<file path="src/rtl/spi_pkg.sv">
// Shared SPI definitions: frame width, bit-counter width, FSM state encoding
// and a shift helper used by both the slave and the companion master.
package spi_pkg;

    localparam int SPI_BITS = 8;
    localparam int CNT_W    = $clog2(SPI_BITS);

    typedef enum logic {
        S_IDLE   = 1'b0,
        S_ACTIVE = 1'b1
    } state_t;

    function automatic logic [SPI_BITS-1:0] shift_in(input logic [SPI_BITS-1:0] cur,
                                                     input logic                bit_in);
        return {cur[SPI_BITS-2:0], bit_in};
    endfunction

endpackage

</file>
<file path="src/rtl/spi_sync.sv">
// Multi-flop synchronizer for one asynchronous input, with rise/fall pulses
// taken from the last stage against one extra delayed flop.
module spi_sync #(
    parameter int   STAGES    = 2,
    parameter logic RESET_VAL = 1'b0
) (
    input  logic clk,
    input  logic rst_n,
    input  logic d_i,
    output logic q_o,
    output logic rise_o,
    output logic fall_o
);

    logic [STAGES-1:0] sync_q;
    logic              dly_q;

    // synchronizer chain plus edge-detect delay flop
    always_ff @(posedge clk or negedge rst_n) begin
        if (!rst_n) begin
            sync_q <= {STAGES{RESET_VAL}};
            dly_q  <= RESET_VAL;
        end else begin
            sync_q <= {sync_q[STAGES-2:0], d_i};
            dly_q  <= sync_q[STAGES-1];
        end
    end

    assign q_o    = sync_q[STAGES-1];
    assign rise_o = sync_q[STAGES-1] & ~dly_q;
    assign fall_o = ~sync_q[STAGES-1] & dly_q;

endmodule

</file>
<file path="src/rtl/spi_slave.sv">
// SPI mode-0 responder, MSB first, oversampled in the clk domain. Received
// bytes pulse out on rx_valid; transmit bytes come from a 1-entry holding register.
module spi_slave
    import spi_pkg::*;
#(
    parameter int                  SYNC_STAGES   = 2,
    parameter logic [SPI_BITS-1:0] UNDERRUN_BYTE = 8'h00
) (
    input  logic                clk,
    input  logic                rst_n,
    input  logic [SPI_BITS-1:0] tx_data,
    input  logic                tx_valid,
    output logic                tx_ready,
    output logic [SPI_BITS-1:0] rx_data,
    output logic                rx_valid,
    output logic                busy,
    output logic                tx_underrun,
    output logic                frame_err,
    input  logic                sck,
    input  logic                cs_n,
    input  logic                mosi,
    output logic                miso,
    output logic                miso_oe
);

    logic sck_s, sck_rise_s, sck_fall_s;
    logic cs_s, cs_rise_s, cs_fall_s;
    logic mosi_s, mosi_rise_unused_s, mosi_fall_unused_s;

    spi_sync #(.STAGES(SYNC_STAGES), .RESET_VAL(1'b0)) u_sync_sck (
        .clk    (clk),
        .rst_n  (rst_n),
        .d_i    (sck),
        .q_o    (sck_s),
        .rise_o (sck_rise_s),
        .fall_o (sck_fall_s)
    );

    spi_sync #(.STAGES(SYNC_STAGES), .RESET_VAL(1'b1)) u_sync_cs (
        .clk    (clk),
        .rst_n  (rst_n),
        .d_i    (cs_n),
        .q_o    (cs_s),
        .rise_o (cs_rise_s),
        .fall_o (cs_fall_s)
    );

    spi_sync #(.STAGES(SYNC_STAGES), .RESET_VAL(1'b0)) u_sync_mosi (
        .clk    (clk),
        .rst_n  (rst_n),
        .d_i    (mosi),
        .q_o    (mosi_s),
        .rise_o (mosi_rise_unused_s),
        .fall_o (mosi_fall_unused_s)
    );

    state_t              state_q, state_d;
    logic [CNT_W-1:0]    bit_cnt_q, bit_cnt_d;
    logic [SPI_BITS-1:0] rx_shift_q, rx_shift_d;
    logic [SPI_BITS-1:0] tx_shift_q, tx_shift_d;
    logic [SPI_BITS-1:0] rx_data_q, rx_data_d;
    logic [SPI_BITS-1:0] hold_q, hold_d;
    logic                tx_ready_q, tx_ready_d;
    logic                rx_valid_q, rx_valid_d;
    logic                tx_underrun_q, tx_underrun_d;
    logic                frame_err_q, frame_err_d;
    logic                miso_q, miso_d;
    logic                load_s;
    logic [SPI_BITS-1:0] rx_byte_s;

    // FSM next-state, shift registers, load points and holding register
    always_comb begin
        state_d       = state_q;
        bit_cnt_d     = bit_cnt_q;
        rx_shift_d    = rx_shift_q;
        tx_shift_d    = tx_shift_q;
        rx_data_d     = rx_data_q;
        hold_d        = hold_q;
        tx_ready_d    = tx_ready_q;
        rx_valid_d    = 1'b0;
        tx_underrun_d = 1'b0;
        frame_err_d   = 1'b0;
        miso_d        = miso_q;
        load_s        = 1'b0;
        rx_byte_s     = shift_in(rx_shift_q, mosi_s);

        case (state_q)
            S_IDLE: begin
                if (cs_fall_s) begin
                    state_d   = S_ACTIVE;
                    bit_cnt_d = {CNT_W{1'b0}};
                    load_s    = 1'b1;
                end else begin
                    state_d   = S_IDLE;
                end
            end
            S_ACTIVE: begin
                // a deselect wins over any sck edge seen in the same cycle
                if (cs_rise_s) begin
                    state_d     = S_IDLE;
                    miso_d      = 1'b0;
                    bit_cnt_d   = {CNT_W{1'b0}};
                    rx_shift_d  = {SPI_BITS{1'b0}};
                    tx_shift_d  = {SPI_BITS{1'b0}};
                    frame_err_d = (bit_cnt_q != {CNT_W{1'b0}});
                end else if (sck_rise_s) begin
                    rx_shift_d = rx_byte_s;
                    bit_cnt_d  = bit_cnt_q + {{(CNT_W-1){1'b0}}, 1'b1};
                    if (bit_cnt_q == CNT_W'(SPI_BITS - 1)) begin
                        rx_data_d  = rx_byte_s;
                        rx_valid_d = 1'b1;
                    end else begin
                        rx_valid_d = 1'b0;
                    end
                end else if (sck_fall_s) begin
                    // bit_cnt back at zero means this fall closes a whole byte
                    if (bit_cnt_q == {CNT_W{1'b0}}) begin
                        load_s = 1'b1;
                    end else begin
                        tx_shift_d = {tx_shift_q[SPI_BITS-2:0], 1'b0};
                        miso_d     = tx_shift_q[SPI_BITS-2];
                    end
                end else begin
                    state_d = S_ACTIVE;
                end
            end
            default: begin
                state_d = S_IDLE;
            end
        endcase

        if (load_s) begin
            if (!tx_ready_q) begin
                tx_shift_d = hold_q;
                tx_ready_d = 1'b1;
            end else begin
                tx_shift_d    = UNDERRUN_BYTE;
                tx_underrun_d = 1'b1;
            end
            miso_d = tx_shift_d[SPI_BITS-1];
        end else begin
            load_s = 1'b0;
        end

        // holding state is judged on the start-of-cycle value, so a write in a
        // load cycle lands for the following byte
        if (tx_valid && tx_ready_q) begin
            hold_d     = tx_data;
            tx_ready_d = 1'b0;
        end else begin
            hold_d = hold_d;
        end
    end

    // state and datapath registers
    always_ff @(posedge clk or negedge rst_n) begin
        if (!rst_n) begin
            state_q       <= S_IDLE;
            bit_cnt_q     <= {CNT_W{1'b0}};
            rx_shift_q    <= {SPI_BITS{1'b0}};
            tx_shift_q    <= {SPI_BITS{1'b0}};
            rx_data_q     <= {SPI_BITS{1'b0}};
            hold_q        <= {SPI_BITS{1'b0}};
            tx_ready_q    <= 1'b1;
            rx_valid_q    <= 1'b0;
            tx_underrun_q <= 1'b0;
            frame_err_q   <= 1'b0;
            miso_q        <= 1'b0;
        end else begin
            state_q       <= state_d;
            bit_cnt_q     <= bit_cnt_d;
            rx_shift_q    <= rx_shift_d;
            tx_shift_q    <= tx_shift_d;
            rx_data_q     <= rx_data_d;
            hold_q        <= hold_d;
            tx_ready_q    <= tx_ready_d;
            rx_valid_q    <= rx_valid_d;
            tx_underrun_q <= tx_underrun_d;
            frame_err_q   <= frame_err_d;
            miso_q        <= miso_d;
        end
    end

    assign tx_ready    = tx_ready_q;
    assign rx_data     = rx_data_q;
    assign rx_valid    = rx_valid_q;
    assign busy        = (state_q == S_ACTIVE);
    assign miso_oe     = (state_q == S_ACTIVE);
    assign tx_underrun = tx_underrun_q;
    assign frame_err   = frame_err_q;
    assign miso        = miso_q;

endmodule

</file>
<file path="config.mk">
export PLATFORM = sky130hd
export DESIGN_NAME = spi_slave
export DESIGN_NICKNAME = d
export VERILOG_FILES = /design/src/rtl/spi_pkg.sv /design/src/rtl/spi_sync.sv /design/src/rtl/spi_slave.sv
export SDC_FILE = /design/constraint.sdc
export NUM_CORES = 1
export LEC_CHECK = 0
export BUFFER_PORTS_ARGS = -buffer_cell sky130_fd_sc_hd__buf_2
export CORE_AREA = 3 3 81 83
export DETAILED_ROUTE_END_ITERATION = 8
export DIE_AREA = 0 0 84 86
export GPL_ROUTABILITY_DRIVEN = 0
export GPL_TIMING_DRIVEN = 0
export HOLD_SLACK_MARGIN = 0.08
export SLEW_MARGIN = 20
export SYNTH_ARGS = -nofsm -noshare
export SYNTH_HDL_FRONTEND = slang
export SYNTH_SLANG_ARGS = --single-unit
</file>
<file path="constraint.sdc">
create_clock -name clk -period 3 [get_ports clk]
set_input_delay 0.3 -clock clk [delete_from_list [all_inputs] [get_ports clk]]
set_output_delay 0.3 -clock clk [all_outputs]
set_load 0.005 [all_outputs]
</file>
-- Yosys cells after proc, flatten, opt, wreduce, memory -nomap -nowiden
Cells that the tools add are included.
- register bits: 47
- input port bits: 14
- output and inout bits: 15
- logic and storage cells: 80
- add/subtract/negate cells: 1
- equality and inequality tests: 5
- muxes and demuxes: 37
- bitwise gates (word level): 10
- reductions and logical operators: 11
- operators by type and width (operator ; number):
    $mux W7 ; 8
    $mux W1 ; 22
    $mux W3 ; 3
    $mux W8 ; 1
    $reduce_and A4 Y1 ; 2
    $not A1 Y1 ; 6
    $pmux W3 S2 ; 1
    $reduce_bool A2 Y1 ; 3
    $reduce_bool A3 Y1 ; 2
    $and A1 B1 Y1 ; 4
    $pmux W1 S2 ; 2
    $reduce_and A2 Y1 ; 2
    $add A3 B1 Y3 const B ; 1
    $eq A3 B3 Y1 const B ; 1
    $logic_not A3 Y1 ; 1
    $ne A3 B1 Y1 const B ; 1
    $ne A3 B2 Y1 const B ; 1
    $ne A3 B3 Y1 const B ; 1
    $ne A2 B2 Y1 const B ; 1
    $logic_and A1 B1 Y1 ; 1

-- Longest topological paths before layout
- depth in word-level cells: 8
- gate-level depth with buffers: 7
- mapped depth without buffers: 6

-- Hierarchy
A second synthesis with hierarchy kept.
- cells, all modules: 167
- area total of the unflattened synthesis: 1971.9 sq um
- modules (own cells, without submodules) (module ; times used ; cells an instance ; area an instance (sq um) ; seq. area each (sq um)):
    spi_slave ; 1 ; 152 ; 1697.9 ; 977.2
    spi_sync at u_sync_mosi ... ; 2 ; 5 ; 90.1 ; 75.1
    spi_sync at u_sync_cs ; 1 ; 5 ; 93.8 ; 78.8

-- Least setup slack after synthesis
OpenSTA, ideal clock, no wires.
- kind: register -> register
- start: reg u_sync_cs.sync_q[1]
- end: reg miso_q (netlist: miso)
- setup time: 0.125 ns
- data arrival time: 1.501 ns
- data required time: 2.875 ns
- slack: 1.374 ns
- cell stages (with the launch flop): 5
- path buffers: 0
- clock period less this slack: 1.626 ns
- cells stage by stage: dfstp_2 nor2b_1 o21ai_0 nand2_2 mux2_4
- longest elaborated chain between the ends: 6
- elaborated cells on any way between the ends: 14
- classes of those cells: 2 x eq/ne; 6 x mux; 3 x bitwise; 3 x reduce/logical
- RTL lines (element ; RTL line ; RTL):
    start, declared ; spi_sync.sv:15 ; logic [STAGES-1:0] sync_q;
    start signal, assigned ; spi_sync.sv:21 ; sync_q <= {STAGES{RESET_VAL}};
    start signal, assigned ; spi_sync.sv:24 ; sync_q <= {sync_q[STAGES-2:0], d_i};
    $not A1 Y1 ; spi_sync.sv:31 ; assign fall_o = ~sync_q[STAGES-1] & dly_q;
    $and A1 B1 Y1 ; spi_sync.sv:31 ;
    $mux W1 ; spi_slave.sv:89 ; if (cs_fall_s) begin
    $pmux W1 S2 ; spi_slave.sv:87 ; case (state_q)
    $ne A3 B2 Y1 (no line), or another cell as far along ; -- ;
    $reduce_and A4 Y1 (no line) ; -- ;
    end signal, assigned ; spi_slave.sv:180 ; miso_q <= miso_d;
    end, declared ; spi_slave.sv:67 ; logic miso_q, miso_d;
Parallel ways exist; a longest one is shown, timed or not. The select of a mux whose other input is x is not followed.
A chain may end at the register's enable or synchronous reset.

-- Final worst setup path
- start: reg u_sync_cs.sync_q[1]
- end: reg tx_shift_q[1]
- longest elaborated chain between the ends: 6
- elaborated cells on any way between the ends: 14
- classes of those cells: 2 x eq/ne; 6 x mux; 3 x bitwise; 3 x reduce/logical
- RTL lines (element ; RTL line ; RTL):
    $not A1 Y1 ; spi_sync.sv:31 ;
    $and A1 B1 Y1 ; spi_sync.sv:31 ;
    $mux W1 ; spi_slave.sv:89 ;
    $pmux W1 S2 ; spi_slave.sv:87 ;
    $ne A3 B2 Y1 (no line), or another cell as far along ; -- ;
    $reduce_and A4 Y1 (no line) ; -- ;
    end signal, assigned ; spi_slave.sv:161 ; tx_shift_q <= {SPI_BITS{1'b0}};
    end signal, assigned ; spi_slave.sv:173 ; tx_shift_q <= tx_shift_d;
    end, declared ; spi_slave.sv:60 ; logic [SPI_BITS-1:0] tx_shift_q, tx_shift_d;
Parallel ways exist; a longest one is shown, timed or not. The select of a mux whose other input is x is not followed.

==> flow_summary.yaml <==
synthesis:
  synth_cells: 146
  synth_simple_gate_area_share_pct: 7.12
  ys_seq_area_share_pct: 57.9
  ys_seq_elements: 47
  netlist_area_um2: 2040
  syn_area_per_cell_um2: 14.0
  synthFlopType: "dfrtp_1"
  synthMuxAreaShare_pct: 15.5
  syn_nets: 163
  ys_types: 35
  synth_xor_area_share_pct: 0
  synth_fa_ha_area_share_pct: 1.84
  synth_compound_area_share_pct: 14.2
  async_flop_share_pct: 100
  synth_top_family_by_area: "multiplexers"
  yosys_warnings: 0
  synth_edf_count: 0
power:
  p_sw_uw: 445
  power_frac_clock_pct: 28.7
  intPower_mw: 1.21
  seqPwrFrac_pct: 51.0
  power_mw: 1.65
  leakagePower_nw: 1.16
  vdd_drop_max_mv: 0.339
  swShare_pct: 26.9
  pwr-share-comb_pct: 20.3
  p_per_area_nw_per_um2: 685
critical_path:
  crit_type: "reg2reg"
  startpoint: "u_sync_cs.sync_q[1]"
  crit_path_max_fanout: 7
  cp.depth: 4
  slowest_stage: "dfstp_2"
  cp-start-kind: "flop"
  crit_chain: "nor2b_1 > o21ai_0 > nand2_2 > mux2_4"
  crit_path_end: "tx_shift_q[1]"
  critPathTopFamily: "simple AND/OR/NAND/NOR gates"
  required_ns: 3.18
  max_stage_delay_ns: 0.57
  worstReg2RegEnd: "tx_shift_q[1]"
  arrival_ns: 2.03
  critPathCaptureType: "flop"
  path_buf_inv: 0
  timing.rr.start: "u_sync_cs.sync_q[1]"
  rr_worst_depth: 4
  regToRegSetupSlack_ns: 1.15
clock_tree:
  clk_latency_ns: 0.30
  cts.clk_slew.worst_paths_ns: 0.09
  post_cts_buffers: 0
  cts_root_buf: "clkbuf_8"
  cts_sinks: 47
  cts_tree: "done"
  clk_path_buf_depth: 2
  htreeDepth: 2
  numCtsBuffers: 5
final_layout:
  fin_util_pct: 40.7
  ff_latch_area_um2: 1180
  final_area_um2: 2410
  finalNonFillerCells: 259
  fin_nets: 200
  num_antenna_cells: 0
  multi_input_area_um2: 787
  drive_above_1_share_pct: 40.2
  areaGrowthSynthToFinish_pct: 18.3
  fillers: 550
place:
  portBuffers: 28
  dp_hpwl_mm: 2.59
  place_inst: 249
  detailedPlace.worstSlack_ns: 1.17
  place_area_um2: 2270
floorplanning:
  die-area_um2: 7220
  fp.dieH_um: 86
  initial_core_util_pct: 34.4
  ios: 29
  core_um2: 5920
  row_count: 28
  die_width_um: 84
timing:
  post-route-period-util_pct: 61.5
  worst_pin_slew_ns: 0.585
  finClkSkew_ns: 0.0132
  hold_ws_ns: 0.104
  fmax_ghz: 0.542
  slew_headroom_pct: 61.0
  final_max_slew_viol_count: 0
  final.min_clock_period_ns: 1.85
  hold_violations: 0
  final.setup.worst_slack_ns: 1.15
  rsz0062_at_grt: "false"
  fin_setup_tns_ns: 0
  final-setup-viol-count: 0
run:
  max_cap_viol_count: 0
min_path:
  min-delay-path-class: "in2reg"
  hold_path_depth: 1
global_route:
  antenna_found_initial: 0
  grt_max_degree: 48
  grtUsageTotal_pct: 11.1
  grt_pass1_wl_mm: 6.54
  grt_pass1_vias: 1375
  grt_overflow_total: 0
drt:
  first_iter_violations: 49
  ant_nets: 0
  wl_per_cell_um: 14.2
  post-route-drc-count: 0
  num_vias: 1289
  first_pass_iters: 4
  avgViaCountPerCell: 4.98
  detail_route.wirelength_mm: 3.69
outcome:
  status: "completed"
[Yosys cell counts, types with 2 or more instances]
library cell	instances	area share [%]
dfrtp_1	43	53
mux2_4	15	11
o2111ai_1	14	6.0
mux2_2	8	4.4
a22o_1	7	3.0
o21ai_1	7	1.7
dfstp_2	4	5.2
inv_1	4	0.74
nand2_1	4	0.74
a21oi_1	3	0.74
buf_2	3	0.74
buf_4	3	1.1
ha_1	3	1.8
nor2b_1	3	0.92
a211oi_1	2	0.74
and2b_1	2	0.74
nor2_1	2	0.37
nor4_1	2	0.61
[area by class of cell]
type                       instances  area share (%)
buffer                             8            2.18
timing repair buffer              30            6.74
multi-input combinational         86            32.6
clock buffer                       5            2.85
sequential                        47            49.0
tap                               75            3.89
inverter                           5           0.778
clock inverter                     3            1.97
[sequential cells by signal, summed over array words and instances (netlist names)]
name / count
rx_valid: 1
hold_q: 8
u_sync_sck.dly_q: 1
tx_ready: 1
miso: 1
u_sync_sck.sync_q: 2
u_sync_cs.sync_q: 2
rx_shift_q: 7
tx_underrun: 1
u_sync_cs.dly_q: 1
rx_data: 8
frame_err: 1
busy: 1
tx_shift_q: 7
bit_cnt_q: 3
u_sync_mosi.sync_q: 2
[worst reg2reg max path, cell delays in order (launching register included)]
cell,delay [ns]
dfstp_2,0.57
nor2b_1,0.36
o21ai_0,0.23
nand2_2,0.26
mux2_4,0.33
[kinds of logic (layout without fill, tap and decap cells)]
| logic type | Yosys count | in the layout |
|---|---|---|
| multiplexers | 23 | 23 |
| AND/OR/NAND/NOR | 22 | 22 |
| buffers and inverters | 13 | 51 |
| AO/OA/AOI/OAI | 38 | 38 |
| adder cells (fa/ha/maj) | 3 | 3 |
| flip-flops | 47 | 47 |
[placed cells by master, fill, tap and decap left out, types with 4 or more instances in the layout]
| cell type | instances |
|---|---|
| dfrtp_1 | 43 |
| buf_2 | 30 |
| mux2_4 | 15 |
| o2111ai_1 | 14 |
| mux2_2 | 8 |
| o21ai_1 | 7 |
| a22o_1 | 7 |
| clkbuf_8 | 5 |
| inv_1 | 4 |
| buf_4 | 4 |
| nand2_1 | 4 |
| dfstp_2 | 4 |
[worst min path at each step]
stage / from / end / slack (ns)
after floorplan: rst_n / bit_cnt_q[0] / 0.004
after global placement: u_sync_mosi.sync_q[0] / u_sync_mosi.sync_q[1] / 0.33
after detailed placement: u_sync_sck.sync_q[0] / u_sync_sck.sync_q[1] / 0.34
after CTS: cs_n / u_sync_cs.sync_q[0] / 0.09
after global routing: mosi / u_sync_mosi.sync_q[0] / 0.08
final: mosi / u_sync_mosi.sync_q[0] / 0.10
[power groups by stage]
| stage | clock network, mW | registers (mW) | logic, mW |
|---|---|---|---|
| finish | 0.474 | 0.843 | 0.336 |
| detailed placement | 0 | 0.853 | 0.340 |
| CTS | 0.491 | 0.843 | 0.339 |
| global route | 0.522 | 0.861 | 0.376 |
| global placement | 0 | 0.850 | 0.330 |
| floorplan | 0 | 0.830 | 0.260 |
[metal layers]
metal	up-vias	track usage, %	share of wire (%)
met5	-	0	0
met4	0	2.19	0.35
met3	2	3.46	4.9
met2	30	18.5	47
met1	638	14.2	47
li1	619	-	-
[what timing repair did]
item	4_1_cts	5_1_grt
setup endpoints to repair	0	0
gates resized for setup	0	0
hold buffers	0	2
hold endpoints to repair	0	44
Note: power is estimated with default switching activity, not from simulation.
